**src/rtl/fetch_ctrl.sv**
```systemverilog
// fetch_ctrl: instruction-fetch sequencer for a single-outstanding,
// variable-latency instruction memory port.
//
// Owns the fetch PC, issues one read per instruction, captures the returned
// word and holds it for decode while the hazard unit stalls. Redirects
// (branch/jump/jr) replace the PC at any time. A response that was already in
// flight when a redirect arrived is stale: it is waited for and dropped before
// the new target is requested.
//
// State summary:
//   ISSUE   - request pc this cycle (suppressed by a same-cycle redirect)
//   WAIT    - request outstanding, response still wanted
//   DISCARD - request outstanding, response is stale and will be dropped
//   HOLD    - instr/pc_plus_4 hold a live instruction for decode
//
// A watchdog counts response-free cycles in WAIT/DISCARD. When the count
// reaches TIMEOUT, the sticky fetch_err flag is raised, and the block keeps
// waiting for the response.

module fetch_ctrl #(
   parameter logic [31:0] RESET_PC = 32'h0000_0000,
   parameter int unsigned TIMEOUT  = 16
) (
   input  logic        clk,
   input  logic        reset,
   input  logic        stall,
   input  logic        redirect,
   input  logic [31:0] redirect_addr,
   output logic        mem_req,
   output logic [31:0] mem_addr,
   input  logic [31:0] mem_rdata,
   input  logic        mem_rvalid,
   output logic [31:0] instr,
   output logic [31:0] pc_plus_4,
   output logic        instr_valid,
   output logic        busy,
   output logic        fetch_err
);

   typedef enum logic [1:0] {
      ST_ISSUE   = 2'd0,
      ST_WAIT    = 2'd1,
      ST_DISCARD = 2'd2,
      ST_HOLD    = 2'd3
   } state_e;

   // The timeout range 1..255 fits in 8 bits.
   localparam logic [7:0]  TIMEOUT_C  = 8'(TIMEOUT);
   localparam logic [31:0] RESET_PC_A = {RESET_PC[31:2], 2'b00};

   state_e      state_q, state_d;
   logic [31:0] pc_q, pc_d;
   logic [31:0] instr_q, instr_d;
   logic [31:0] pc_plus_4_q, pc_plus_4_d;
   logic        instr_valid_q, instr_valid_d;
   logic        fetch_err_q, fetch_err_d;
   logic [7:0]  miss_cnt_q, miss_cnt_d;

   logic [31:0] redirect_tgt;
   logic [31:0] pc_inc;
   logic        outstanding;
   logic        miss;
   logic [7:0]  miss_cnt_sat;

   // Word-aligned redirect target. The low address bits are dropped on purpose.
   assign redirect_tgt = {redirect_addr[31:2], 2'b00};

   // The dropped low bits are consumed here so that lint sees them as used.
   logic unused_addr_lsbs;
   assign unused_addr_lsbs = ^redirect_addr[1:0];

   // Sequential addition wraps modulo 2^32 (0xFFFF_FFFC -> 0x0000_0000).
   assign pc_inc = pc_q + 32'd4;

   // A read is in flight exactly in WAIT and DISCARD.
   assign outstanding  = (state_q == ST_WAIT) || (state_q == ST_DISCARD);
   assign miss         = outstanding && !mem_rvalid;
   assign miss_cnt_sat = (miss_cnt_q == TIMEOUT_C) ? miss_cnt_q : miss_cnt_q + 8'd1;

   // Next-state, PC and capture logic for the fetch FSM.
   always_comb begin
      // NOTE: every signal assigned in this block gets a default first. Without
      // the defaults, a path through the case that skips an assignment would
      // infer a latch.
      state_d       = state_q;
      pc_d          = pc_q;
      instr_d       = instr_q;
      pc_plus_4_d   = pc_plus_4_q;
      instr_valid_d = instr_valid_q;
      fetch_err_d   = fetch_err_q;
      miss_cnt_d    = miss_cnt_q;

      unique case (state_q)
         ST_ISSUE: begin
            if (redirect) begin
               pc_d = redirect_tgt;
            end else begin
               miss_cnt_d = '0;
               state_d    = ST_WAIT;
            end
         end

         ST_WAIT: begin
            if (mem_rvalid) begin
               if (redirect) begin
                  // The returned word belongs to the old path. Drop it.
                  pc_d    = redirect_tgt;
                  state_d = ST_ISSUE;
               end else begin
                  instr_d       = mem_rdata;
                  pc_plus_4_d   = pc_inc;
                  instr_valid_d = 1'b1;
                  state_d       = ST_HOLD;
               end
            end else if (redirect) begin
               pc_d    = redirect_tgt;
               state_d = ST_DISCARD;
            end
         end

         ST_DISCARD: begin
            // The latest redirect wins, even in the cycle the stale data arrives.
            if (redirect) begin
               pc_d = redirect_tgt;
            end
            if (mem_rvalid) begin
               state_d = ST_ISSUE;
            end
         end

         ST_HOLD: begin
            // A redirect takes priority over stall.
            if (redirect) begin
               pc_d          = redirect_tgt;
               instr_valid_d = 1'b0;
               state_d       = ST_ISSUE;
            end else if (!stall) begin
               pc_d          = pc_inc;
               instr_valid_d = 1'b0;
               state_d       = ST_ISSUE;
            end
         end

         default: begin
            state_d = ST_ISSUE;
         end
      endcase

      // Watchdog: count response-free cycles, saturating at TIMEOUT.
      if (miss) begin
         miss_cnt_d = miss_cnt_sat;
         if (miss_cnt_sat == TIMEOUT_C) begin
            fetch_err_d = 1'b1;
         end
      end
   end

   // State register with synchronous active-high reset.
   always_ff @(posedge clk) begin
      // NOTE: registers use non-blocking assignments so that every flop
      // samples the pre-edge values, whatever the statement order.
      if (reset) begin
         state_q       <= ST_ISSUE;
         pc_q          <= RESET_PC_A;
         instr_q       <= '0;
         pc_plus_4_q   <= '0;
         instr_valid_q <= 1'b0;
         fetch_err_q   <= 1'b0;
         miss_cnt_q    <= '0;
      end else begin
         state_q       <= state_d;
         pc_q          <= pc_d;
         instr_q       <= instr_d;
         pc_plus_4_q   <= pc_plus_4_d;
         instr_valid_q <= instr_valid_d;
         fetch_err_q   <= fetch_err_d;
         miss_cnt_q    <= miss_cnt_d;
      end
   end

   // The request strobe is combinational so that a same-cycle redirect can
   // suppress a request to the stale pc.
   assign mem_req     = (state_q == ST_ISSUE) && !redirect;
   assign mem_addr    = pc_q;
   assign busy        = (state_q != ST_HOLD);
   assign instr       = instr_q;
   assign pc_plus_4   = pc_plus_4_q;
   assign instr_valid = instr_valid_q;
   assign fetch_err   = fetch_err_q;

endmodule

```
**config.mk**
```make
export PLATFORM = sky130hd
export DESIGN_NAME = fetch_ctrl
export DESIGN_NICKNAME = d
export VERILOG_FILES = /design/src/rtl/fetch_ctrl.sv
export SDC_FILE = /design/constraint.sdc
export NUM_CORES = 1
export LEC_CHECK = 0
export ABC_AREA = 1
export CAP_MARGIN = 20
export CORE_MARGIN = 2
export CORE_UTILIZATION = 25
export CTS_CLUSTER_DIAMETER = 80
export CTS_CLUSTER_SIZE = 40
export DETAILED_ROUTE_END_ITERATION = 16
export PLACE_DENSITY = 0.51
export RECOVER_POWER = 25
export SLEW_MARGIN = 10
export SYNTH_ARGS = -nofsm -noshare
export SYNTH_HDL_FRONTEND = slang
export SYNTH_SLANG_ARGS = --single-unit
```
**constraint.sdc**
```tcl
create_clock -name clk -period 2.3 [get_ports clk]
set_input_delay 0.23 -clock clk [delete_from_list [all_inputs] [get_ports clk]]
set_output_delay 0.23 -clock clk [all_outputs]
set_load 0.01 [all_outputs]
```
Word-level counts from Yosys, hierarchy flattened
Index checks and enable logic that the tools add are counted.
{"block": "word_totals", "output_inout_bits": 100, "reg_bits": 108}
{"block": "op_classes", "reduce_logical": 15, "n_addsub": 2, "bitwise": 1, "n_mux": 21, "n_eq_ne": 14}
{"op": "$mux W32", "n": 3}
{"op": "$pmux W32 S2", "n": 1}
{"op": "$add A32 B3 Y32 const B", "n": 1}
{"op": "$mux W8", "n": 4}
{"op": "$eq A8 B5 Y1 const B", "n": 2}
{"op": "$mux W2", "n": 7}
{"op": "$ne A2 B2 Y1 const B", "n": 5}
{"op": "$add A8 B1 Y8 const B", "n": 1}
{"op": "$pmux W2 S4", "n": 1}
{"op": "$reduce_and A4 Y1", "n": 2}
{"op": "$ne A3 B3 Y1 const B", "n": 2}
{"op": "$reduce_and A2 Y1", "n": 3}
{"op": "$eq A2 B2 Y1 const B", "n": 2}
{"op": "$mux W1", "n": 4}
{"op": "$ne A2 B1 Y1 const B", "n": 2}
{"op": "$reduce_bool A2 Y1", "n": 2}
{"op": "$reduce_and A3 Y1", "n": 1}
{"op": "$reduce_or A3 Y1", "n": 1}
{"op": "$eq A2 B1 Y1 const B", "n": 1}
{"op": "$logic_and A1 B1 Y1", "n": 2}
{"op": "$logic_not A1 Y1", "n": 2}
{"op": "$logic_not A2 Y1", "n": 1}
{"op": "$pmux W1 S2", "n": 1}
{"op": "$logic_or A1 B1 Y1", "n": 1}
{"op": "$not A1 Y1", "n": 1}

Longest topological paths before layout
{"block": "logic_depth", "depth_word": 5, "depth_mapped": 10, "depth_no_buf": 10}

Least setup slack after synthesis
Ideal clock, no wire load.
{"block": "synth_timing", "path_type": "register to register", "start": "reg pc_q[2], in the netlist mem_addr[2]", "end": "reg pc_q[20], in the netlist mem_addr[20]", "required_ns": 2.186, "arrival_time_ns": 1.458, "stages_incl_launch_ff": 10, "n_path_buf": 0, "synth_period_minus_slack_ns": 1.571, "slack_ns": 0.729, "setup_time_ns": 0.114, "cell_sequence": "dfxtp_1 > ha_1 > inv_1 > nor2_1 > nand2_2 > nor2_2 > nand2_1 > xnor2_2 > o21bai_1 > inv_1"}
{"block": "synth_via", "elab_chain_len": 4}
{"element": "start: declaration", "line_no": "52", "rtl": "logic [31:0] pc_q, pc_d;"}
{"element": "start signal: assignment", "line_no": "172", "rtl": "pc_q <= pc_d;"}
{"element": "$add A32 B3 Y32", "line_no": "73", "rtl": "assign pc_inc = pc_q + 32'd4;"}
{"element": "$mux W32", "line_no": "137", "rtl": "end else if (!stall) begin"}
{"element": "$mux W32", "line_no": "133", "rtl": "if (redirect) begin"}
{"element": "$pmux W32 S2", "line_no": "93", "rtl": "unique case (state_q)"}
Every way passes these cells. The select of a mux whose other input is x is not followed.
A chain may end at the register's enable or synchronous reset.

Final worst setup path
{"block": "layout_timing", "start": "reg state_q[0]", "end": "out mem_req"}
{"block": "layout_via", "elab_chain_len": 2}
{"element": "start: declaration", "line_no": "51", "rtl": "state_e state_q, state_d;"}
{"element": "start signal: assignment", "line_no": "171", "rtl": "state_q <= state_d;"}
{"element": "$logic_not A2 Y1", "line_no": "183", "rtl": "assign mem_req = (state_q == ST_ISSUE) && !redirect;"}
{"element": "$logic_and A1 B1 Y1", "line_no": "183"}
{"element": "end: declaration", "line_no": "29", "rtl": "output logic mem_req,"}
Every way passes these cells.

==> run_results.csv <==
group,metric,value,unit
clock_tree,cts_setup_buffers,0,
route,post_drt_wl_per_cell,14.6,µm
yosys,ys.warnings.count,0,
status,status,"finished clean",
route,drc_errors,0,
timing,setup_violations,0,
floorplanning,fp.dieW,148,µm
timing,fin_skew,11.7,ps
grt,gr-total-overflow,0,
yosys,synth.ff_latch_count,104,
power,vdd_drop_max,338,µV
grt,grt_pass1_vias,5031,
timing,fmax,0.522,GHz
timing,fin_crit_sh,83.4,%
finish,final_common_cell,"nor2_1",
clock_tree,clock_sinks,104,
power,p_leak,3.13,nW
timing,rsz0062_at_grt,"false",
route,firstDrtPassIters,5,
floorplanning,design.core.area,20300,µm²
timing,finalSetupTns,0,ps
hold_path,min_path_type,"primary input to flip-flop",
setup_path,cp_common_cell,"inv_1",
clock_tree,cts_max_level,3,
clock_tree,clock_latency,360,ps
yosys,synth_edf_count,0,
floorplanning,fp-row-count,52,
clock_tree,clk_pin_slew,90,ps
setup_path,cp_cell_sequence,"inv_1 -> ha_1 -> inv_1 -> nor2_1 -> clkdlybuf4s50_1",
finish,syn_to_final_growth,42.5,%
yosys,synth_cell_types,38,
clock_tree,cts.root.buffer_cell,"clkbuf_16",
floorplanning,initial_utilization,25.6,%
grt,grt_use_total,15.6,%
placement,portBuffers,162,
timing,tightest_slew,793,ps
power,pwr_density_cell,718,nW/µm²
floorplanning,die_h,148,µm
timing,fin_hold_ws,441,ps
timing,period_needed,1920,ps
floorplanning,dieArea,21900,µm²
timing,finalHoldViolCount,0,
route,drt_iter0_drc,249,
route,viasPerCell,4.39,
grt,grt_max_degree,48,
run,cap_violations,0,
yosys,ys.flop_type,"dfxtp_1",
yosys,seq_area_frac_synth,40.1,%
setup_path,start_kind,"flip-flop",
finish,fillerInstances,2215,
route,detail-route-antenna-nets,0,
placement,place_congestion,0.869,
clock_tree,cts_resized,0,
setup_path,critPathRequiredTime,2070,ps
clock_tree,cts-hold-fix-buffers,0,
timing,drv_slew,0,
yosys,postSynthCellCount,754,
route,via_count,5181,
setup_path,arrival,1690,ps
yosys,async_reset_ff_share,0,%
clock_tree,cts_inserted_buffers,9,
setup_path,critPathMaxFanout,3,
yosys,syn_area,5190,µm²
setup_path,cp-end-kind,"primary output",
setup_path,path_class,"flip-flop to primary output",
route,totalWireLength,17200,µm
setup_path,slowest_delay,540,ps
finish,diodes,0,
finish,nets,981,
grt,grt_pass1_wl,27100,µm
finish,final_cells,1180,
timing,slew_headroom,47.1,%
setup_path,cpLargestDelayFamily,"buffers and inverters",
clock_tree,ctsLongestPathBuffers,2,
setup_path,critPathBufInv,3,
finish,most-common-layout-cells,"nor2_1 (150), nand2_1 (132), clkdlybuf4s50_1 (115), dfxtp_1 (104), inv_1 (80)",
yosys,avgSynthCellArea,6.88,µm²
placement,place_inst,1164,
finish,layout-drive-gt1-share,5.93,%
placement,dp_hpwl,12700,µm
floorplanning,num_io_pins,169,
grt,antenna_found_initial,0,
setup_path,cpMaxStageDelayCell,"clkdlybuf4s50_1",
clock_tree,cts_tree,"done",
## Yosys cell counts, types with 2 or more instances
| library cell | instances | area [µm²] |
|---|---|---|
| nand3_1 | 51 | 255 |
| nor2_1 | 151 | 567 |
| nand2_1 | 132 | 495 |
| clkbuf_1 | 15 | 56.3 |
| xor2_1 | 6 | 52.6 |
| nand2_2 | 3 | 18.8 |
| nor2_2 | 7 | 43.8 |
| xnor2_1 | 7 | 61.3 |
| inv_1 | 81 | 304 |
| o21bai_1 | 14 | 105 |
| nand4_1 | 4 | 25.0 |
| nor2_4 | 4 | 45.0 |
| or2_2 | 2 | 12.5 |
| buf_4 | 5 | 37.5 |
| inv_2 | 5 | 18.8 |
| buf_2 | 16 | 80.1 |
| dfxtp_1 | 104 | 2080 |
| o21ai_0 | 61 | 305 |
| o211ai_1 | 14 | 105 |
| o221ai_1 | 15 | 131 |
| ha_1 | 7 | 87.6 |
| o21a_1 | 4 | 30.0 |
| a21oi_1 | 31 | 155 |
## power by group
| part | internal [W] | switching, W |
|---|---|---|
| clock | 0.000770 | 0.000791 |
| combinational | 0.000717 | 0.000799 |
| sequential | 0.00204 | 0.000190 |
| total | 0.00353 | 0.00178 |
## per-stage QoR
step | total power, W | cell area [µm²] | utilization (%) | worst slack (ps)
finish | 0.00531 | 7400 | 36.4 | 383
global route | 0.00565 | 7400 | 36.4 | 237
CTS | 0.00546 | 7400 | 36.5 | 351
detailed placement | 0.00385 | 7110 | 35.0 | 372
global placement | 0.00386 | 7110 | 35.0 | 382
floorplan | 0.00304 | 5200 | - | 729
## cell type report
cell class	instances	area [µm²]	area share [%]
Clock buffer	9	225	3.04
Sequential cell	104	2080	28.1
Tap cell	270	338	4.57
Timing Repair Buffer	174	1730	23.4
Clock inverter	7	72.6	0.981
Inverter	86	323	4.36
Multi-Input combinational cell	530	2620	35.5
## worst reg2reg max path: cells and delay by family, from the launching register on
family / cells / cell delay [ps]
compound gates: 2 / 430
simple gates: 1 / 290
buf+inv: 4 / 430
flops: 1 / 360
fa+ha+maj: 1 / 200
## routing by layer
metal,GRT usage (%),up-vias,part of all wire [%]
met5,0,-,0
met4,4.62,0,1.5
met3,5.46,15,8.0
met2,25.6,135,46
met1,19.4,2307,45
li1,-,2724,-
## worst paths after layout
kind	from	to	slack, ps	depth (start not counted)
worst min-delay path	mem_rdata[7]	instr[7]	440	3
worst min register to register	fetch_err	fetch_err	460	2
worst max-delay path	state_q[0]	mem_req	380	5
worst max register to register	state_q[0]	mem_addr[8]	480	8
## logic make-up (layout without fill, tap and decap cells)
kind of cell	Yosys count	after routing	synth area share [%]
AOI/OAI and AO/OA	147	147	17.2
xor gates and xnor gates	14	14	2.51
adders and majority gates	7	7	1.69
buffers and inverters	123	276	9.64
DFF	104	104	40.1
other	1	4	0.0722
and+or+nand+nor	358	358	28.8
## sequential cells by signal, indices dropped and copies added (netlist names)
name / count
pc_plus_4: 30
instr_valid: 1
state_q: 2
miss_cnt_q: 8
instr: 32
fetch_err: 1
mem_addr: 30
Power figures use the tool's default switching activity.
